[src/rtl/seg7_pkg.sv]
// Shared types and glyph constants for the 7-segment scan scheduler.
// Segment patterns are active-low: bit7 = dp, [6:0] = gfedcba.
package seg7_pkg;

    typedef enum logic [1:0] {
        IDLE  = 2'd0,
        BLANK = 2'd1,
        DRIVE = 2'd2
    } scan_state_e;

    typedef struct packed {
        logic       blank;
        logic       dp;
        logic [3:0] bcd;
    } buf_entry_t;

    localparam logic [7:0] SEG_BLANK = 8'hFF;

    localparam buf_entry_t ENTRY_RESET = '{blank: 1'b1, dp: 1'b0, bcd: 4'd0};

    localparam logic [7:0] SEG_DIGIT_0 = 8'hC0;
    localparam logic [7:0] SEG_DIGIT_1 = 8'hF9;
    localparam logic [7:0] SEG_DIGIT_2 = 8'hA4;
    localparam logic [7:0] SEG_DIGIT_3 = 8'hB0;
    localparam logic [7:0] SEG_DIGIT_4 = 8'h99;
    localparam logic [7:0] SEG_DIGIT_5 = 8'h92;
    localparam logic [7:0] SEG_DIGIT_6 = 8'h82;
    localparam logic [7:0] SEG_DIGIT_7 = 8'hF8;
    localparam logic [7:0] SEG_DIGIT_8 = 8'h80;
    localparam logic [7:0] SEG_DIGIT_9 = 8'h90;

    localparam logic [7:0] SEG_HEX_A = 8'h88;
    localparam logic [7:0] SEG_HEX_B = 8'h83;
    localparam logic [7:0] SEG_HEX_C = 8'hC6;
    localparam logic [7:0] SEG_HEX_D = 8'hA1;
    localparam logic [7:0] SEG_HEX_E = 8'h86;
    localparam logic [7:0] SEG_HEX_F = 8'h8E;

    // The decimal point is an independent active-low segment on top of the glyph.
    function automatic logic [7:0] apply_dp(input logic [7:0] glyph, input logic dp);
        return {glyph[7] & ~dp, glyph[6:0]};
    endfunction

endpackage

[src/rtl/seg7_decode.sv]
// Combinational buffer-entry to segment-pattern decoder.
// Build option SEG7_HEX_EN: codes 10..15 show A,b,C,d,E,F instead of blank.
module seg7_decode
    import seg7_pkg::*;
(
    input  buf_entry_t  entry_i,
    output logic [7:0]  seg_o
);

    logic [7:0] glyph_s;

    // Glyph lookup for the BCD (or hex) code
    always_comb begin
        glyph_s = SEG_BLANK;
        case (entry_i.bcd)
            4'd0:    glyph_s = SEG_DIGIT_0;
            4'd1:    glyph_s = SEG_DIGIT_1;
            4'd2:    glyph_s = SEG_DIGIT_2;
            4'd3:    glyph_s = SEG_DIGIT_3;
            4'd4:    glyph_s = SEG_DIGIT_4;
            4'd5:    glyph_s = SEG_DIGIT_5;
            4'd6:    glyph_s = SEG_DIGIT_6;
            4'd7:    glyph_s = SEG_DIGIT_7;
            4'd8:    glyph_s = SEG_DIGIT_8;
            4'd9:    glyph_s = SEG_DIGIT_9;
`ifdef SEG7_HEX_EN
            4'd10:   glyph_s = SEG_HEX_A;
            4'd11:   glyph_s = SEG_HEX_B;
            4'd12:   glyph_s = SEG_HEX_C;
            4'd13:   glyph_s = SEG_HEX_D;
            4'd14:   glyph_s = SEG_HEX_E;
            4'd15:   glyph_s = SEG_HEX_F;
`endif
            default: glyph_s = SEG_BLANK;
        endcase
    end

    // A blanked entry suppresses the decimal point as well
    always_comb begin
        if (entry_i.blank) begin
            seg_o = SEG_BLANK;
        end else begin
            seg_o = apply_dp(glyph_s, entry_i.dp);
        end
    end

endmodule

[src/rtl/seg7_scan_scheduler.sv]
// Multiplexed common-anode 7-segment scan controller with tear-free double-buffered digits.
// Build option SEG7_HEX_EN (handled in seg7_decode) enables hex glyphs for codes 10..15.
module seg7_scan_scheduler
    import seg7_pkg::*;
#(
    parameter int CLK_FREQ     = 125_000_000,
    parameter int SCAN_FREQ    = 1000,
    parameter int NUM_DIGITS   = 4,
    parameter int BLANK_CYCLES = 16
) (
    input  logic                          clk,
    input  logic                          reset_n,
    input  logic                          enable,
    input  logic [2:0]                    brightness,
    input  logic                          upd_valid,
    output logic                          upd_ready,
    input  logic [$clog2(NUM_DIGITS)-1:0] upd_digit,
    input  logic [3:0]                    upd_bcd,
    input  logic                          upd_dp,
    output logic [7:0]                    seg_out,
    output logic [NUM_DIGITS-1:0]         an_out,
    output logic [$clog2(NUM_DIGITS)-1:0] cur_digit,
    output logic                          frame_done
);

    localparam int SLOT_CYCLES  = CLK_FREQ / SCAN_FREQ;
    localparam int DRIVE_CYCLES = SLOT_CYCLES - BLANK_CYCLES;
    localparam int PWM_STEP     = DRIVE_CYCLES / 8;
    localparam int CNT_W        = $clog2(SLOT_CYCLES);
    localparam int DIG_W        = $clog2(NUM_DIGITS);

    localparam logic [CNT_W-1:0] BLANK_LAST = CNT_W'(BLANK_CYCLES - 1);
    localparam logic [CNT_W-1:0] DRIVE_LAST = CNT_W'(DRIVE_CYCLES - 1);
    localparam logic [DIG_W-1:0] DIGIT_LAST = DIG_W'(NUM_DIGITS - 1);

    scan_state_e           state_q, state_d;
    logic [CNT_W-1:0]      cnt_q, cnt_d;
    logic [DIG_W-1:0]      digit_q, digit_d;
    logic [2:0]            bright_q;
    logic [NUM_DIGITS-1:0] an_q, an_d;
    logic [7:0]            seg_q, seg_d;
    logic                  frame_done_q, frame_done_d;
    logic                  upd_ready_q, upd_ready_d;

    buf_entry_t            shadow_q [NUM_DIGITS];
    buf_entry_t            active_q [NUM_DIGITS];

    logic [2:0]            bright_eff_s;
    logic [CNT_W-1:0]      on_cycles_s;
    logic                  upd_fire_s;
    buf_entry_t            entry_s;
    logic [7:0]            dec_seg_s;

    // Slot FSM: enable drop wins from any state; digit wrap raises frame_done
    always_comb begin
        state_d      = state_q;
        cnt_d        = cnt_q;
        digit_d      = digit_q;
        frame_done_d = 1'b0;
        upd_ready_d  = 1'b1;
        if (!enable) begin
            state_d = IDLE;
            cnt_d   = '0;
            digit_d = '0;
        end else begin
            case (state_q)
                IDLE: begin
                    state_d = BLANK;
                    cnt_d   = '0;
                    digit_d = '0;
                end
                BLANK: begin
                    if (cnt_q == BLANK_LAST) begin
                        state_d = DRIVE;
                        cnt_d   = '0;
                    end else begin
                        cnt_d = cnt_q + CNT_W'(1);
                    end
                end
                DRIVE: begin
                    if (cnt_q == DRIVE_LAST) begin
                        state_d = BLANK;
                        cnt_d   = '0;
                        if (digit_q == DIGIT_LAST) begin
                            digit_d      = '0;
                            frame_done_d = 1'b1;
                            upd_ready_d  = 1'b0;
                        end else begin
                            digit_d = digit_q + DIG_W'(1);
                        end
                    end else begin
                        cnt_d = cnt_q + CNT_W'(1);
                    end
                end
                default: begin
                    state_d = IDLE;
                    cnt_d   = '0;
                    digit_d = '0;
                end
            endcase
        end
    end

    // Brightness is latched on the first BLANK cycle; bypass lets a 1-cycle blank still use it
    always_comb begin
        if (state_q == BLANK && cnt_q == '0) begin
            bright_eff_s = brightness;
        end else begin
            bright_eff_s = bright_q;
        end
        if (bright_eff_s == 3'd7) begin
            on_cycles_s = CNT_W'(DRIVE_CYCLES);
        end else begin
            on_cycles_s = CNT_W'(({29'd0, bright_eff_s} + 32'd1) * 32'(PWM_STEP));
        end
    end

    // Pick the entry for the upcoming slot, seeing a commit that lands this cycle
    always_comb begin
        if (frame_done_q) begin
            entry_s = shadow_q[digit_d];
        end else begin
            entry_s = active_q[digit_d];
        end
    end

    seg7_decode u_decode (
        .entry_i (entry_s),
        .seg_o   (dec_seg_s)
    );

    // Output values are derived from next state so the anode drops on the first DRIVE cycle
    always_comb begin
        an_d  = '1;
        seg_d = SEG_BLANK;
        if (state_d == DRIVE) begin
            seg_d = dec_seg_s;
            if (cnt_d < on_cycles_s) begin
                an_d[digit_d] = 1'b0;
            end else begin
                an_d = '1;
            end
        end else begin
            seg_d = SEG_BLANK;
        end
    end

    assign upd_fire_s = upd_valid && upd_ready_q && (int'(upd_digit) < NUM_DIGITS);

    // FSM, counters and registered pin drivers
    always_ff @(posedge clk or negedge reset_n) begin
        if (!reset_n) begin
            state_q      <= IDLE;
            cnt_q        <= '0;
            digit_q      <= '0;
            bright_q     <= 3'd0;
            an_q         <= '1;
            seg_q        <= SEG_BLANK;
            frame_done_q <= 1'b0;
            upd_ready_q  <= 1'b1;
        end else begin
            state_q      <= state_d;
            cnt_q        <= cnt_d;
            digit_q      <= digit_d;
            bright_q     <= bright_eff_s;
            an_q         <= an_d;
            seg_q        <= seg_d;
            frame_done_q <= frame_done_d;
            upd_ready_q  <= upd_ready_d;
        end
    end

    // Double buffer: requesters write shadow, shadow is copied to active while ready is low
    always_ff @(posedge clk or negedge reset_n) begin
        if (!reset_n) begin
            for (int i = 0; i < NUM_DIGITS; i++) begin
                shadow_q[i] <= ENTRY_RESET;
                active_q[i] <= ENTRY_RESET;
            end
        end else begin
            if (upd_fire_s) begin
                shadow_q[upd_digit] <= '{blank: 1'b0, dp: upd_dp, bcd: upd_bcd};
            end
            if (frame_done_q) begin
                active_q <= shadow_q;
            end
        end
    end

    assign upd_ready  = upd_ready_q;
    assign seg_out    = seg_q;
    assign an_out     = an_q;
    assign cur_digit  = digit_q;
    assign frame_done = frame_done_q;

endmodule

[config.mk]
export PLATFORM = sky130hd
export DESIGN_NAME = seg7_scan_scheduler
export DESIGN_NICKNAME = d
export VERILOG_FILES = /design/src/rtl/seg7_pkg.sv /design/src/rtl/seg7_decode.sv /design/src/rtl/seg7_scan_scheduler.sv
export SDC_FILE = /design/constraint.sdc
export NUM_CORES = 1
export LEC_CHECK = 0
export CAP_MARGIN = 30
export CORE_MARGIN = 3
export CORE_UTILIZATION = 64
export DETAILED_ROUTE_END_ITERATION = 12
export PLACE_DENSITY = 0.87
export SKIP_LAST_GASP = 1
export SYNTH_ARGS = -nofsm -noshare
export SYNTH_HDL_FRONTEND = slang
export SYNTH_HIERARCHICAL = 1
export SYNTH_SLANG_ARGS = --single-unit
[constraint.sdc]
create_clock -name clk -period 10.9 [get_ports clk]
set_input_delay 2.18 -clock clk [delete_from_list [all_inputs] [get_ports clk]]
set_output_delay 2.18 -clock clk [all_outputs]
set_load 0.1 [all_outputs]
==> run metrics <==
status complete, no violations; # setup viols final 0; core box area 0.00729 sq mm; CP dominant cell by count ha_1; Setup TNS Final 0 ps; CP cell instances clkdlybuf4s50_1, inv_1, or3_1, and2_1, nor3_1, inv_1, fa_1, ha_1, ha_1, a31o_2, a21o_1, a21oi_1, xnor2_1, nand2b_1, ha_1, nand4_1, or3_2, or2b_1, o221ai_2, o211ai_2, nand4b_1; top cell type by total area after synthesis dfrtp_1; fill cell count 502; Die Y 93.1 um; DRC Markers 0; dpl cells 550; diodes inserted 0; row cnt 31; number of top-level pins 30; H-tree depth 3; startpoint types primary input; Max Cap Viol 0; VDD IR-drop max 0.119 mV; Post-Syn Nets 490; crit-path max FO 9; CTS tree yes; cell area after layout 0.00546 sq mm; worst skew pair latency 370 ps; WL final 10.2 mm; vias in the first global route ~3400; yosys warns 6; Leakage 2.54 nW; Routed Antenna Nets 0; Synth top area share 33.5%; Non-Filler Instances ~570; Reg clk slew, reported paths 90 ps; clk root buf clkbuf_8; DR vias/cell about 5.9; cts hold-fix bufs 0; Slew Viols, Final 0; worst path bufs/invs 3; Worst Path Arrival approximately 7700 ps; Setup CP Type in2reg; area post-placement 0.00525 sq mm; global placer's final weighted congestion 0.969; CTS resizes 0; crit-path max cell delay 630 ps; Worst Tran Pin Value 1060 ps; final hold violation count 0; sequential area share after synthesis 44.9%; Post-synth top flop dfrtp_1; Post-synth EDFFs 0; first-pass GRT wire length 16.9 mm; worst reg2reg setup slack 4620 ps; overall power approximately 0.75 mW; vias around 3300; Tmin final roughly 7400 ps; final period utilization 67.5%; Max-Slew Margin vs Limit just under 30%; hold slack between 400 and 500 ps; DR iter-0 viols 195; Setup WS post-layout between 3000 and 4000 ps; post-CTS setup repair buffer count 0; Synth top cells by count dfrtp_1 (65), ha_1 (45), inv_1 (34); port bufs 29; post-layout util about three quarters; Post-Syn Area 0.00485 sq mm; Wirelength per Cell 17.9 um; GRT overflow 0; CP Capture Type flop; Netlist cell types 64; largest net degree at the start of global routing 75; Hold Path Class reg2reg; Slowest-stage cell, CP nor3_1; Yosys reg bits 86; Synth async-reset ratio 100%; share of layout cells above drive strength 1 around a fifth; RSZ-0062 raised after global routing no; Area contributors post-synth dfrtp_1 (34%), ha_1 (12%), dfstp_2 (11%); gr usage total 25.2%; dpl ws ~3100 ps; FMAX roughly 0.14 GHz; initial core utilization 66.5%; DIE AREA about 0.0087 sq mm; cell family with most CP delay simple AND/OR/NAND/NOR gates; CP required 11200 ps; count leader, synth dfrtp_1; antenna violations before repair 0; Clock Path Buffers 2; iteration count of the initial detailed-routing pass 5; Clock Skews 18.4 ps; area delta synth->final 12.6%; Die Wd 93.1 um; clk sinks 86; Power Dens Cells roughly 140 mW/mm^2; CTS buffer count 9; Cells after Synth between 400 and 500; Final Net Count 524; Final HPWL DP around 7.5 mm; Mean Syn Cell Area 11.3 sq um
[worst register-to-register path: stages (launching register included)]
cell	delay, ps
dfrtp_1	450
nor4_1	340
nand4_2	210
nor2_1	360
mux2i_1	430
inv_1	210
ha_1	230
ha_1	400
inv_1	120
fa_1	460
ha_1	330
ha_1	300
a31o_2	240
a21o_1	170
a21oi_1	170
xnor2_1	130
nand2b_1	80
ha_1	300
nand4_1	100
or3_2	480
or2b_1	250
o221ai_2	160
o211ai_2	170
nand4b_1	130
[power breakdown]
part	internal (mW)	total, mW	switching, mW	leakage, nW
combinational	0.0771	0.172	0.0953	1.36
clock	0.111	0.238	0.127	0.104
sequential	0.336	0.344	0.00876	1.08
[cell type report]
cell class	instances	area [sq um]	area share, %
Inverter	34	128	2.34
Clock buffer	9	124	2.27
Multi-Input combinational cell	298	2490	45.5
Clock inverter	7	86.3	1.58
Tap cell	99	124	2.27
Sequential cell	86	2180	39.9
Timing Repair Buffer	33	335	6.14
[state kept, by name, summed over array words and instances, names as in the netlist]
register,cells
active_q,24
an_out,4
bright_q,3
cnt_q,17
cur_digit,2
frame_done,1
seg_out,8
shadow_q,24
state_q,2
upd_ready,1
[path summary, 6_finish.rpt]
kind                                          start                        to  depth (start not counted)
min in group asynchronous                   reset_n      state_q[1]$_DFF_PN0_                          1
min reg2reg                active_q[18]$_DFFE_PN0P_  active_q[18]$_DFFE_PN0P_                          2
max in group asynchronous                   reset_n      seg_out[0]$_DFF_PN1_                          2
max                                   brightness[0]       an_out[3]$_DFF_PN1_                         21
max reg2reg                     cnt_q[14]$_DFF_PN0_       an_out[3]$_DFF_PN1_                         23
min                        active_q[18]$_DFFE_PN0P_  active_q[18]$_DFFE_PN0P_                          2
[layout by cell type, fill, tap and decap left out, drive strengths merged, types with 11 or more instances in the layout]
master / instances
mux2: 32
mux2i: 16
nor2: 34
nand4: 11
nand2: 14
xor2: 12
a21oi: 15
dfrtp: 65
inv: 38
dfstp: 21
nand2b: 15
clkdlybuf4s50: 28
ha: 45
[metal layers]
| metal | GRT usage, % | vias up | wire (um) |
|---|---|---|---|
| met3 | 4.42 | 14 | 522 |
| met5 | 0 | - | 0 |
| met2 | 40.1 | 99 | 4910 |
| met4 | 9.52 | 0 | 170 |
| met1 | 34.8 | 1648 | 4550 |
| li1 | - | 1571 | - |
[logic make-up after synthesis]
family	after synthesis	synth area share, %
AOI/OAI and AO/OA	58	8.92
and+or+nand+nor	125	15.2
muxes	48	10.7
xor gates and xnor gates	19	3.43
buffers and inverters	44	4.00
DFF	86	44.9
adders and majority gates	48	12.8
(Power assumes the default switching activity.)
